`config.mk`:
```
export PLATFORM = sky130hd
export DESIGN_NAME = inst_fetch_flat
export DESIGN_NICKNAME = d
export VERILOG_FILES = /design/src/rtl/inst_fetch_if.sv /design/src/rtl/inst_fetch.sv /design/src/flat_wrapper.sv
export SDC_FILE = /design/constraint.sdc
export NUM_CORES = 1
export LEC_CHECK = 0
export ABC_CLOCK_PERIOD_IN_PS = 13450
export CORE_MARGIN = 4
export CORE_UTILIZATION = 55
export CTS_BUF_LIST = sky130_fd_sc_hd__clkbuf_8
export DETAILED_ROUTE_END_ITERATION = 10
export PLACE_DENSITY = 0.94
export SYNTH_ARGS = -nofsm -noshare
export SYNTH_HDL_FRONTEND = slang
export SYNTH_SLANG_ARGS = --single-unit
```
`constraint.sdc`:
```
create_clock -name CLK -period 13.45 [get_ports CLK]
set_clock_uncertainty 0.2 [all_clocks]
set_input_delay 2.69 -clock CLK [delete_from_list [all_inputs] [get_ports CLK]]
set_output_delay 2.69 -clock CLK [all_outputs]
set_load 0.02 [all_outputs]
```
`src/rtl/inst_fetch_if.sv`:
```
// Fetch-unit bus bundle: address-generation handshake, instruction-memory request/response,
// and the decode-side buffer head. The fetch unit uses the master modport.
interface inst_fetch_if;
    logic        PCWre;
    logic [31:0] address;
    logic        fetch_busy;
    logic        imem_req;
    logic [31:0] imem_addr;
    logic        imem_gnt;
    logic        imem_rvalid;
    logic [31:0] imem_rdata;
    logic        flush;
    logic        inst_valid;
    logic [31:0] inst;
    logic [31:0] inst_pc;
    logic        inst_misalign;
    logic        inst_ready;

    // Handshakes: a PCWre is taken only on an edge where fetch_busy=0; imem_req is held with a
    // stable imem_addr until the edge with imem_gnt=1; one imem_rvalid follows per grant; an entry
    // leaves the buffer on an edge where inst_valid && inst_ready.
    modport master (
        input  PCWre, address, imem_gnt, imem_rvalid, imem_rdata, flush, inst_ready,
        output fetch_busy, imem_req, imem_addr, inst_valid, inst, inst_pc, inst_misalign
    );
    modport slave (
        output PCWre, address, imem_gnt, imem_rvalid, imem_rdata, flush, inst_ready,
        input  fetch_busy, imem_req, imem_addr, inst_valid, inst, inst_pc, inst_misalign
    );
endinterface

```
`src/rtl/inst_fetch.sv`:
```
// Instruction fetch: single-outstanding memory request FSM feeding a small FIFO of
// {pc, inst, misalign} entries presented to decode.
module inst_fetch #(
    parameter int          FIFO_DEPTH = 2,
    parameter logic [31:0] NOP_INST   = 32'h00000013
) (
    input  logic         CLK,
    input  logic         _Rest,
    inst_fetch_if.master bus,
    output logic [1:0]   fetch_state_o
);
    localparam int PW = $clog2(FIFO_DEPTH);
    localparam int CW = $clog2(FIFO_DEPTH + 1);

    localparam logic [1:0] S_IDLE = 2'd0;
    localparam logic [1:0] S_REQ  = 2'd1;
    localparam logic [1:0] S_WAIT = 2'd2;

    logic [1:0]    state_q, state_d;
    logic [31:0]   addr_q, addr_d;
    logic          drop_q, drop_d;
    logic [PW-1:0] wr_ptr_q, rd_ptr_q;
    logic [CW-1:0] count_q;
    logic [64:0]   mem_q [FIFO_DEPTH];

    logic          accept;
    logic          push;
    logic          pop;
    logic [31:0]   push_pc;
    logic [31:0]   push_inst;
    logic          push_mis;
    logic [64:0]   head;

    assign bus.fetch_busy = !_Rest || (state_q != S_IDLE) || (count_q == CW'(FIFO_DEPTH)) || bus.flush;
    assign accept         = bus.PCWre && !bus.fetch_busy;
    assign bus.imem_req   = (state_q == S_REQ);
    assign bus.imem_addr  = addr_q;
    assign fetch_state_o  = state_q;

    always_comb begin
        state_d   = state_q;
        addr_d    = addr_q;
        drop_d    = drop_q;
        push      = 1'b0;
        push_pc   = addr_q;
        push_inst = bus.imem_rdata;
        push_mis  = 1'b0;
        case (state_q)
            S_IDLE: begin
                if (accept) begin
                    if (bus.address[1:0] == 2'b00) begin
                        state_d = S_REQ;
                        addr_d  = bus.address;
                    end else begin
                        push      = 1'b1;
                        push_pc   = bus.address;
                        push_inst = NOP_INST;
                        push_mis  = 1'b1;
                    end
                end
            end
            S_REQ: begin
                // A flush never withdraws the request; the response is just marked for discard.
                if (bus.imem_gnt) state_d = S_WAIT;
                if (bus.flush)    drop_d  = 1'b1;
            end
            S_WAIT: begin
                if (bus.imem_rvalid) begin
                    state_d = S_IDLE;
                    push    = !drop_q && !bus.flush;
                    drop_d  = 1'b0;
                end else if (bus.flush) begin
                    drop_d = 1'b1;
                end
            end
            default: state_d = S_IDLE;
        endcase
    end

    assign pop = bus.inst_valid && bus.inst_ready;

    always_ff @(posedge CLK or negedge _Rest) begin
        if (!_Rest) begin
            state_q  <= S_IDLE;
            addr_q   <= 32'd0;
            drop_q   <= 1'b0;
            wr_ptr_q <= '0;
            rd_ptr_q <= '0;
            count_q  <= '0;
        end else begin
            state_q <= state_d;
            addr_q  <= addr_d;
            drop_q  <= drop_d;
            if (bus.flush) begin
                wr_ptr_q <= '0;
                rd_ptr_q <= '0;
                count_q  <= '0;
            end else begin
                if (push) wr_ptr_q <= wr_ptr_q + PW'(1);
                if (pop)  rd_ptr_q <= rd_ptr_q + PW'(1);
                if (push && !pop)      count_q <= count_q + CW'(1);
                else if (!push && pop) count_q <= count_q - CW'(1);
            end
        end
    end

    // Storage needs no reset: the head is masked whenever the count is zero.
    always_ff @(posedge CLK) begin
        if (push && !bus.flush) mem_q[wr_ptr_q] <= {push_pc, push_inst, push_mis};
    end

    assign head              = mem_q[rd_ptr_q];
    assign bus.inst_valid    = (count_q != '0);
    assign bus.inst_pc       = bus.inst_valid ? head[64:33] : 32'd0;
    assign bus.inst          = bus.inst_valid ? head[32:1]  : NOP_INST;
    assign bus.inst_misalign = bus.inst_valid ? head[0]     : 1'b0;
endmodule
```
`src/flat_wrapper.sv`:
```
// flat-port wrapper written by rule: the top's interface ports become plain ports
module inst_fetch_flat 
#(
    parameter int          FIFO_DEPTH = 2,
    parameter logic [31:0] NOP_INST   = 32'h00000013
)
  (CLK, _Rest, fetch_state_o, bus_PCWre, bus_address, bus_imem_gnt, bus_imem_rvalid, bus_imem_rdata, bus_flush, bus_inst_ready, bus_fetch_busy, bus_imem_req, bus_imem_addr, bus_inst_valid, bus_inst, bus_inst_pc, bus_inst_misalign);
  inst_fetch_if bus_i ();
  input  logic CLK;
  input  logic _Rest;
  output logic [1:0] fetch_state_o;
  input wire logic [$bits(bus_i.PCWre)-1:0] bus_PCWre;
  input wire logic [$bits(bus_i.address)-1:0] bus_address;
  input wire logic [$bits(bus_i.imem_gnt)-1:0] bus_imem_gnt;
  input wire logic [$bits(bus_i.imem_rvalid)-1:0] bus_imem_rvalid;
  input wire logic [$bits(bus_i.imem_rdata)-1:0] bus_imem_rdata;
  input wire logic [$bits(bus_i.flush)-1:0] bus_flush;
  input wire logic [$bits(bus_i.inst_ready)-1:0] bus_inst_ready;
  output wire logic [$bits(bus_i.fetch_busy)-1:0] bus_fetch_busy;
  output wire logic [$bits(bus_i.imem_req)-1:0] bus_imem_req;
  output wire logic [$bits(bus_i.imem_addr)-1:0] bus_imem_addr;
  output wire logic [$bits(bus_i.inst_valid)-1:0] bus_inst_valid;
  output wire logic [$bits(bus_i.inst)-1:0] bus_inst;
  output wire logic [$bits(bus_i.inst_pc)-1:0] bus_inst_pc;
  output wire logic [$bits(bus_i.inst_misalign)-1:0] bus_inst_misalign;
  assign bus_i.PCWre = bus_PCWre;
  assign bus_i.address = bus_address;
  assign bus_i.imem_gnt = bus_imem_gnt;
  assign bus_i.imem_rvalid = bus_imem_rvalid;
  assign bus_i.imem_rdata = bus_imem_rdata;
  assign bus_i.flush = bus_flush;
  assign bus_i.inst_ready = bus_inst_ready;
  assign bus_fetch_busy = bus_i.fetch_busy;
  assign bus_imem_req = bus_i.imem_req;
  assign bus_imem_addr = bus_i.imem_addr;
  assign bus_inst_valid = bus_i.inst_valid;
  assign bus_inst = bus_i.inst;
  assign bus_inst_pc = bus_i.inst_pc;
  assign bus_inst_misalign = bus_i.inst_misalign;
  inst_fetch #(.FIFO_DEPTH(FIFO_DEPTH), .NOP_INST(NOP_INST)) u_core (.CLK(CLK), ._Rest(_Rest), .bus(bus_i), .fetch_state_o(fetch_state_o));
endmodule
```
==> results of run 1 <==
## flip-flops by register name, indices dropped and copies added (netlist names)
register	count
u_core.bus.imem_addr	32
u_core.wr_ptr_q	1
u_core.fetch_state_o	2
u_core.drop_q	1
u_core.mem_q	130
u_core.count_q	2
u_core.rd_ptr_q	1
## cell type report
class | count | share of cell area [%]
Clock buffer | 18 | 2.65
Clock inverter | 14 | 1.03
Inverter | 6 | 0.241
Multi-Input combinational cell | 265 | 22.7
Sequential cell | 169 | 52.2
Tap cell | 172 | 2.30
Timing Repair Buffer | 178 | 18.8
## per-stage QoR
stage / area [µm²] / utilization (%) / hold WS [ns]
floorplan: 7120 / - / 0.275
global placement: 9000 / 71.1 / 0.312
detailed placement: 9000 / 71.1 / 0.318
CTS: 9350 / 73.8 / 0.341
global route: 9350 / 73.8 / 0.361
finish: 9350 / 73.8 / 0.337
## per-layer routing
| layer | GRT usage (%) | up-vias | wire length, µm |
|---|---|---|---|
| met5 | 0 | - | 0 |
| met4 | 7.35 | 0 | 224 |
| met3 | 6.27 | 18 | 880 |
| met2 | 36.5 | 135 | 7870 |
| met1 | 23.6 | 2105 | 5920 |
| li1 | - | 2027 | - |
## power by group
| group | switching, mW | internal (mW) |
|---|---|---|
| clock | 0.167 | 0.146 |
| combinational | 0.187 | 0.205 |
| sequential | 0.0462 | 0.659 |
## logic make-up after synthesis
family / after synthesis / synth area share, %
adder cells (fa/ha/maj): 4 / 0.703
flip-flops: 169 / 68.5
multiplexers: 127 / 18.9
buffers and inverters: 29 / 1.99
XOR/XNOR: 2 / 0.246
AND/OR/NAND/NOR: 119 / 8.19
AO/OA/AOI/OAI: 13 / 1.41
## path summary, 6_finish.rpt
kind	start	end	slack (ns)
setup / recovery	_Rest	bus_fetch_busy	6.20
hold / removal	u_core.bus.imem_addr[7]	u_core.bus.imem_addr[7]	0.34
setup reg to reg	u_core.fetch_state_o[0]	u_core.mem_q[1][48]	10.21
hold reg to reg	u_core.bus.imem_addr[7]	u_core.bus.imem_addr[7]	0.34
max in group asynchronous	_Rest	u_core.rd_ptr_q	10.52
min in group asynchronous	_Rest	u_core.bus.imem_addr[21]	2.10
## Yosys cell counts
master,number,area share (%)
or2_2,4,0.35
mux2i_1,66,9.3
nor2b_2,1,0.12
buf_6,2,0.32
xnor2_1,1,0.12
clkbuf_1,9,0.47
a21oi_1,1,0.070
inv_2,1,0.053
nand2_1,8,0.42
mux2_2,61,9.6
o2111a_1,1,0.16
nand3_1,1,0.070
o21bai_1,1,0.11
buf_2,11,0.77
nand2b_1,1,0.088
ha_1,4,0.70
and2_1,2,0.18
o211a_1,1,0.14
nor2_1,67,3.5
dfrtp_1,39,14
xor2_1,1,0.12
o31ai_1,1,0.11
nor2b_1,30,2.6
nor4b_4,1,0.33
a21boi_0,1,0.11
or3_1,2,0.18
o21ai_0,1,0.070
nand4b_1,1,0.12
buf_4,1,0.11
a22o_1,2,0.25
edfxtp_1,130,55
o31a_2,1,0.14
a31oi_1,3,0.26
or4bb_1,1,0.16
inv_1,5,0.26
## worst max-delay path, stage by stage
cell and delay [ns]:
buf_2 0.08, buf_4 0.45, nand2_1 0.20, or3_1 0.36, clkdlybuf4s50_1 0.56
==> run metrics, run 1 <==
First-pass DRT Iterations 4; pin count of the biggest net entering global routing 67; Core Area 0.0127 mm²; starting density of the core 56.2%; share of cells above drive strength 1 between 10% and 20%; Pwr Density roughly 150 mW/mm²; Clock Pin Slew Worst Setup and Hold Paths 0.08 ns; setup_tns 0 ns; outcome complete, no violations; Period minus WS final 7.25 ns; post-synthesis cell area 0.00712 mm²; warning count from the yosys run 0; final setup vio count 0; Rel. slew slack 21.5%; Port Buffers approximately 170; FF+latch count, synth approximately 170; worst endpoint data arrival time 4.36 ns; Worst setup EP type output port; post-CTS sizing 0; clk sinks 169; Reg area 0.00488 mm²; global-route wire length before repair 23,100 µm; CTS H-tree depth 4; total power draw 1.41 mW; clk buf depth 2; initial antenna violation count 0; max-slew violations 0; Required @ worst endpoint 10.56 ns; Routed Antenna Nets 0; clock root cell clkbuf_8; Worst Tran Pin Value 1.18 ns; # DRC 0; crit path kind primary input to output port; vias in the first global route 4,614; pre-CTS setup slack 6.17 ns; Total Die Area 0.0148 mm²; Detailed Route Iter0 Violations 329; min-delay worst type register to register; total CTS buffers 17; Final Cycle Share 53.9%; Ant. Diodes 0; Setup WS post-layout 6.20 ns; Post-CTS Setup Bufs 0; number of instances in the placed design between 700 and 800; Layout Cells excl Fill 822; library cells used by synthesis 35; CTS tree done; Synth Area per Inst 15.4 µm²; leakage 3.29 nW; Die Ht 122 µm; Syn Nets around 540; drt total wl 14,900 µm; Post-DP HPWL 10,000 µm; critical-path maximum fanout 41; final hold viol count 0; Max Freq between 100 and 150 MHz; Clk Latency, worst-skew pair 0.45 ns; Die Wd 122 µm; RSZ-0062 raised after global routing no; sequential share of the synthesized area 68.5%; Total GRT Usage slightly above 20%; hold depth 1; footprint of the multi-input gates 0.00212 mm²; crit start category primary input; area delta synth->final 31.3%; max-cap viol count 0; maximum VDD drop 0.142 mV; Routed wire per std cell 18.1 µm; most frequent cells in the layout clkdlybuf4s50_1, edfxtp_1, mux2i_1, nor2_1, mux2_2; Boundary Pins roughly 170; CTS Hold Bufs 0; # fillers 801; Post-Synthesis Cells 463; global placement routability congestion 0.810; GRT overflow 0; via count 4,285; Row Count between 40 and 50; most common cell after layout, fill and taps aside clkdlybuf4s50_1; vias per std cell 5.21; Nets 712; Reg2Reg Depth 6
No activity file was read; power rests on OpenSTA's default activity.
==> run 2, diff against run 1 <==
Settings changed: ABC_CLOCK_PERIOD_IN_PS 13450 to 6250, CORE_UTILIZATION 55 to 46, PLACE_DENSITY 0.94 to 0.84.
Clock period 13.45 ns to 6.25 ns, I/O delays scaled along.
==> run metrics, run 2 (synthesis gave the netlist of run 1 again) <==
outcome complete, no violations; setup_tns 0 ns; leakage 3.30 nW; Worst setup EP type output port; Gate power share between 20 and 30%; Post-CTS Setup Bufs 0; Row Count 45; Biggest register u_core.mem_q; critical-path maximum fanout 32; Routed wire per std cell 18.0 µm; Post-DP HPWL just over 10,000 µm; total power draw 3.15 mW; final setup vio count 0; most common cell after layout, fill and taps aside clkdlybuf4s50_1; sequential share of power around 48%; max reg flops 130; Required @ worst endpoint between 4 and 5 ns; Int Power 2.26 mW; Nets 712; Ant. Diodes 0; GRT overflow 0; Pwr Density around 330 mW/mm²; max-cap viol count 0; total net switching power 897 µW; Die Ht 132 µm; slowest cell delay on critical path 0.63 ns; Core Area 0.0152 mm²; via count between 4,000 and 5,000; area delta synth->final 32.5%; Core Util, Final between 60 and 70%; # fillers approximately 1,200; CTS Hold Bufs 0; global placement routability congestion 0.754; most frequent cells in the layout clkdlybuf4s50_1, edfxtp_1, mux2i_1, nor2_1, mux2_2; Total GRT Usage between 10% and 20%; Clock Pin Slew Worst Setup and Hold Paths 0.08 ns; clk sinks ~170; Clk Latency, worst-skew pair about 0.43 ns; pin count of the biggest net entering global routing 67; Worst Tran Pin Value roughly 1.2 ns; post-CTS sizing 0; crit path kind register to output port; total CTS buffers 17; min-delay worst type register to register; CTS tree done; Max Freq about 230 MHz; RSZ-0062 raised after global routing no; Worst path slowest cell nor2_4; starting density of the core 46.8%; CTS H-tree depth 4; critical path's top delay family buffers and inverters; Min Hold Slack 0.331 ns; global-route wire length before repair ~24,000 µm; Boundary Pins 173; # DRC 0; worst endpoint data arrival time 2.88 ns; max-slew violations 0; vias per std cell 5.11; Total Die Area 0.0175 mm²; Die Wd 132 µm; crit path cell chain nor2_4 -> buf_4 -> inv_1 -> nand2_1 -> clkdlybuf4s50_1; drt total wl 15,100 µm; crit path buf inv count 3; FF-to-FF setup slack about 3.0 ns; clk buf depth 2; Clock Power Share 24.7%; Port Buffers around 170; share of cells above drive strength 1 16.9%; Routed Antenna Nets 0; final hold viol count 0; clock root cell clkbuf_8; initial antenna violation count 0; Period minus WS final between 4 and 5 ns; maximum VDD drop 0.213 mV; Final Cycle Share between 60% and 70%; crit start category register; vias in the first global route 4,640; First-pass DRT Iterations 4; Switching Fraction between 20% and 30%; Detailed Route Iter0 Violations 286; Rel. slew slack a little under a quarter
-- run 2: through the flow --
step,setup WS [ns],area [µm²],std cells
finish,1.92,9430,838
global placement,2.01,9020,806
detailed placement,1.94,9020,806
global route,1.67,9430,838
CTS,1.83,9430,838
floorplan,0.745,7120,463
-- run 2: power by group through the flow --
stage,Sequential (mW),Clock [mW],Combinational [mW]
global route,1.54,0.862,0.912
floorplan,1.64,0,0.352
detailed placement,1.54,0,0.853
global placement,1.54,0,0.830
CTS,1.52,0.800,0.862
finish,1.52,0.781,0.853
-- run 2: worst reg2reg max path: cells and delay by family (launching register included) --
family	cells	cell delay (ns)
flops	1	0.41
buf+inv	2	0.91
mux	1	0.48
simple gates	3	0.74
fa+ha+maj	1	0.32
-- run 2: worst paths after layout --
path	start	endpoint	cells past startpoint
hold / removal	u_core.bus.imem_addr[15]	u_core.bus.imem_addr[15]	1
max in group asynchronous	_Rest	u_core.rd_ptr_q	2
hold reg to reg	u_core.bus.imem_addr[15]	u_core.bus.imem_addr[15]	1
min in group asynchronous	_Rest	u_core.bus.imem_addr[20]	2
setup reg to reg	u_core.fetch_state_o[0]	u_core.mem_q[1][50]	7
setup / recovery	u_core.count_q[0]	bus_inst[0]	5
-- run 2: area by class of cell --
type                    count  area, µm²  share of cell area (%)
inverters                   6       22.5                   0.239
flip-flops and latches    169       4880                    51.8
well taps                 188        235                    2.49
clock buffers              17        234                    2.48
repair buffers            178       1760                    18.7
clock inverters            15        174                    1.84
multi-input cells         265       2120                    22.5
-- run 2: per-layer routing --
layer	up-vias	track usage, %	share of wire, %	wire length, µm
met2	148	30.3	51	7760
met4	0	5.43	1.4	215
met5	-	0	0	0
li1	2024	-	-	-
met3	19	5.08	5.9	894
met1	2088	21.0	41	6250
==> RTL edit (flow settings as in run 2) <==
`NOP_INST` is set to 32'h00000013 in 2 places; all go to 32'h00000010.
--- a/src/rtl/inst_fetch.sv
+++ b/src/rtl/inst_fetch.sv
@@ -2,7 +2,7 @@
 // {pc, inst, misalign} entries presented to decode.
 module inst_fetch #(
     parameter int          FIFO_DEPTH = 2,
-    parameter logic [31:0] NOP_INST   = 32'h00000013
+    parameter logic [31:0] NOP_INST   = 32'h00000010
 ) (
     input  logic         CLK,
     input  logic         _Rest,
--- a/src/flat_wrapper.sv
+++ b/src/flat_wrapper.sv
@@ -2,7 +2,7 @@
 module inst_fetch_flat 
 #(
     parameter int          FIFO_DEPTH = 2,
-    parameter logic [31:0] NOP_INST   = 32'h00000013
+    parameter logic [31:0] NOP_INST   = 32'h00000010
 )
   (CLK, _Rest, fetch_state_o, bus_PCWre, bus_address, bus_imem_gnt, bus_imem_rvalid, bus_imem_rdata, bus_flush, bus_inst_ready, bus_fetch_busy, bus_imem_req, bus_imem_addr, bus_inst_valid, bus_inst, bus_inst_pc, bus_inst_misalign);
   inst_fetch_if bus_i ();
Formal check against the unedited RTL: not equivalent (Yosys sat finds a counterexample within 4 cycles, from zero or initial values).
==> RTL edit against run 2 <==
- worst setup slack better by 0.011 ns
- power up 0.34%
- wire length fell by 0.84%
- area after synthesis about the same
- maximum frequency increased by 0.26%
- final area up 0.25%
- clock power up 2%
- sequential cell count unchanged
- combinational power about the same
- critical path type unchanged
- critical endpoint is now bus_inst[25]
==> RTL edit: results (changes against run 2) <==
[synthesis]
synth_common_cells = edfxtp_1, nor2_1, mux2i_1
yosysWarnings = 0  ; unchanged
synth-edff-count = 130  ; unchanged
ys_types = 36  ; +2.9%
synth_fp_nets = 539  ; +0.19%
synth-xor-area-share_pct = 0.246  ; about the same
synthTopCellsByArea = edfxtp_1, dfrtp_1, mux2_2, mux2i_1, nor2_1
seq_area_frac_synth_pct = 68.5  ; about the same
muxShareOfSynthArea_pct = 18.9  ; about the same
synth-compound-area-share_pct = 1.39  ; -0.018 points
yosys.area_share.adder_pct = 0.703  ; about the same

[sta]
worst_pin_slew_ns = 0.860  ; -0.291 ns
whs_ns = 0.331  ; +0.000215 ns

[global_routing]
use_met1_pct = 20.8  ; -0.24 points
grt_pass1_vias = 4618  ; -0.47%
grt_pass1_wl_um = 23600  ; -0.55%
grt_util_met2_pct = 30.4  ; +0.085 points
grt_start_max_net_pins = 44  ; -34%
grt_usage_pct = 17.4  ; about the same
grt_util_met3_pct = 5.48  ; +0.40 points

[critical_path]
cp_slowest_cell = dfrtp_4
crit_family = buffers and inverters
rr_worst_depth = 8  ; +1
r2r_slack_ns = 2.94  ; -0.02 ns
arrival_ns = 2.87  ; about the same
rr_startpoint = u_core.fetch_state_o[1]
crit_path_end = bus_inst[25]
cp_max_fo = 34  ; +6.3%
critPathMaxStageDelay_ns = 0.82  ; +0.19 ns
critPathLaunch = u_core.rd_ptr_q
regToRegEndpoint = u_core.mem_q[0][37]

[place]
gp_congestion = 0.792  ; +5.0%
dpl.hpwl_um = 10300  ; +2.1%
placed_area_um2 = 9040  ; +0.15%

[routing]
wire_per_inst_um = 17.8  ; -1.1%
drtIter0Drc = 198  ; -31%
drcViolationCount = 0  ; unchanged
via_per_inst = 5.11  ; about the same
wl_met2_um = 7700  ; -0.71%
route.met3.wl_um = 879  ; -1.7%
drt-met1-wl_um = 6230  ; -0.22%

[clock_network]
worstSkewPairLatency_ns = 0.44
cts_buffers = 17  ; unchanged

[layout]
drive_above_1_share_pct = 16.6  ; -0.36 points
regMostFlops = u_core.mem_q
final_util_pct = 62.2  ; +0.16 points
antenna_cells = 0  ; unchanged
nets = 714  ; +0.28%
nFillCells = 1109  ; -4.3%

[hold_path]
whs_path_depth = 1  ; unchanged
hold_class = flip-flop to flip-flop
hp-start = u_core.bus.imem_addr[22]
hold_path_end = u_core.bus.imem_addr[22]

[power_and_ir_drop]
p_leak_nw = 3.31  ; +0.30%
max-vdd-ir-drop_v = 0.000251  ; +18%

[run_status]
status = finished clean

-- RTL edit: changes by cell type in the layout (fill, tap and decap cells not counted), sizes merged, moves of 2 or more --
cell	change
nor2	+2
nor2b	+2
clkinvlp	+2
buf	+2
nand2	-2
or2	-2
inv	-3
-- RTL edit: where the power goes --
part           switching (mW)  internal, mW  leakage, nW
combinational           0.410         0.441         1.42
sequential             0.0984          1.42         1.69
clock                   0.369         0.428        0.200
-- RTL edit: stage by stage --
| stage | setup WS [ns] | instances |
|---|---|---|
| floorplan | 0.902 | 464 |
| global placement | 1.98 | 808 |
| detailed placement | 1.82 | 808 |
| CTS | 1.87 | 840 |
| global route | 1.81 | 840 |
| finish | 1.93 | 840 |
-- RTL edit: layout make-up --
cell class                      count  share of cell area, %
Tap cell                          188                   2.49
Timing Repair Buffer              180                   18.8
Sequential cell                   169                   51.6
Multi-Input combinational cell    265                   22.4
Clock buffer                       17                   2.47
Inverter                            6                  0.238
Clock inverter                     15                   1.95
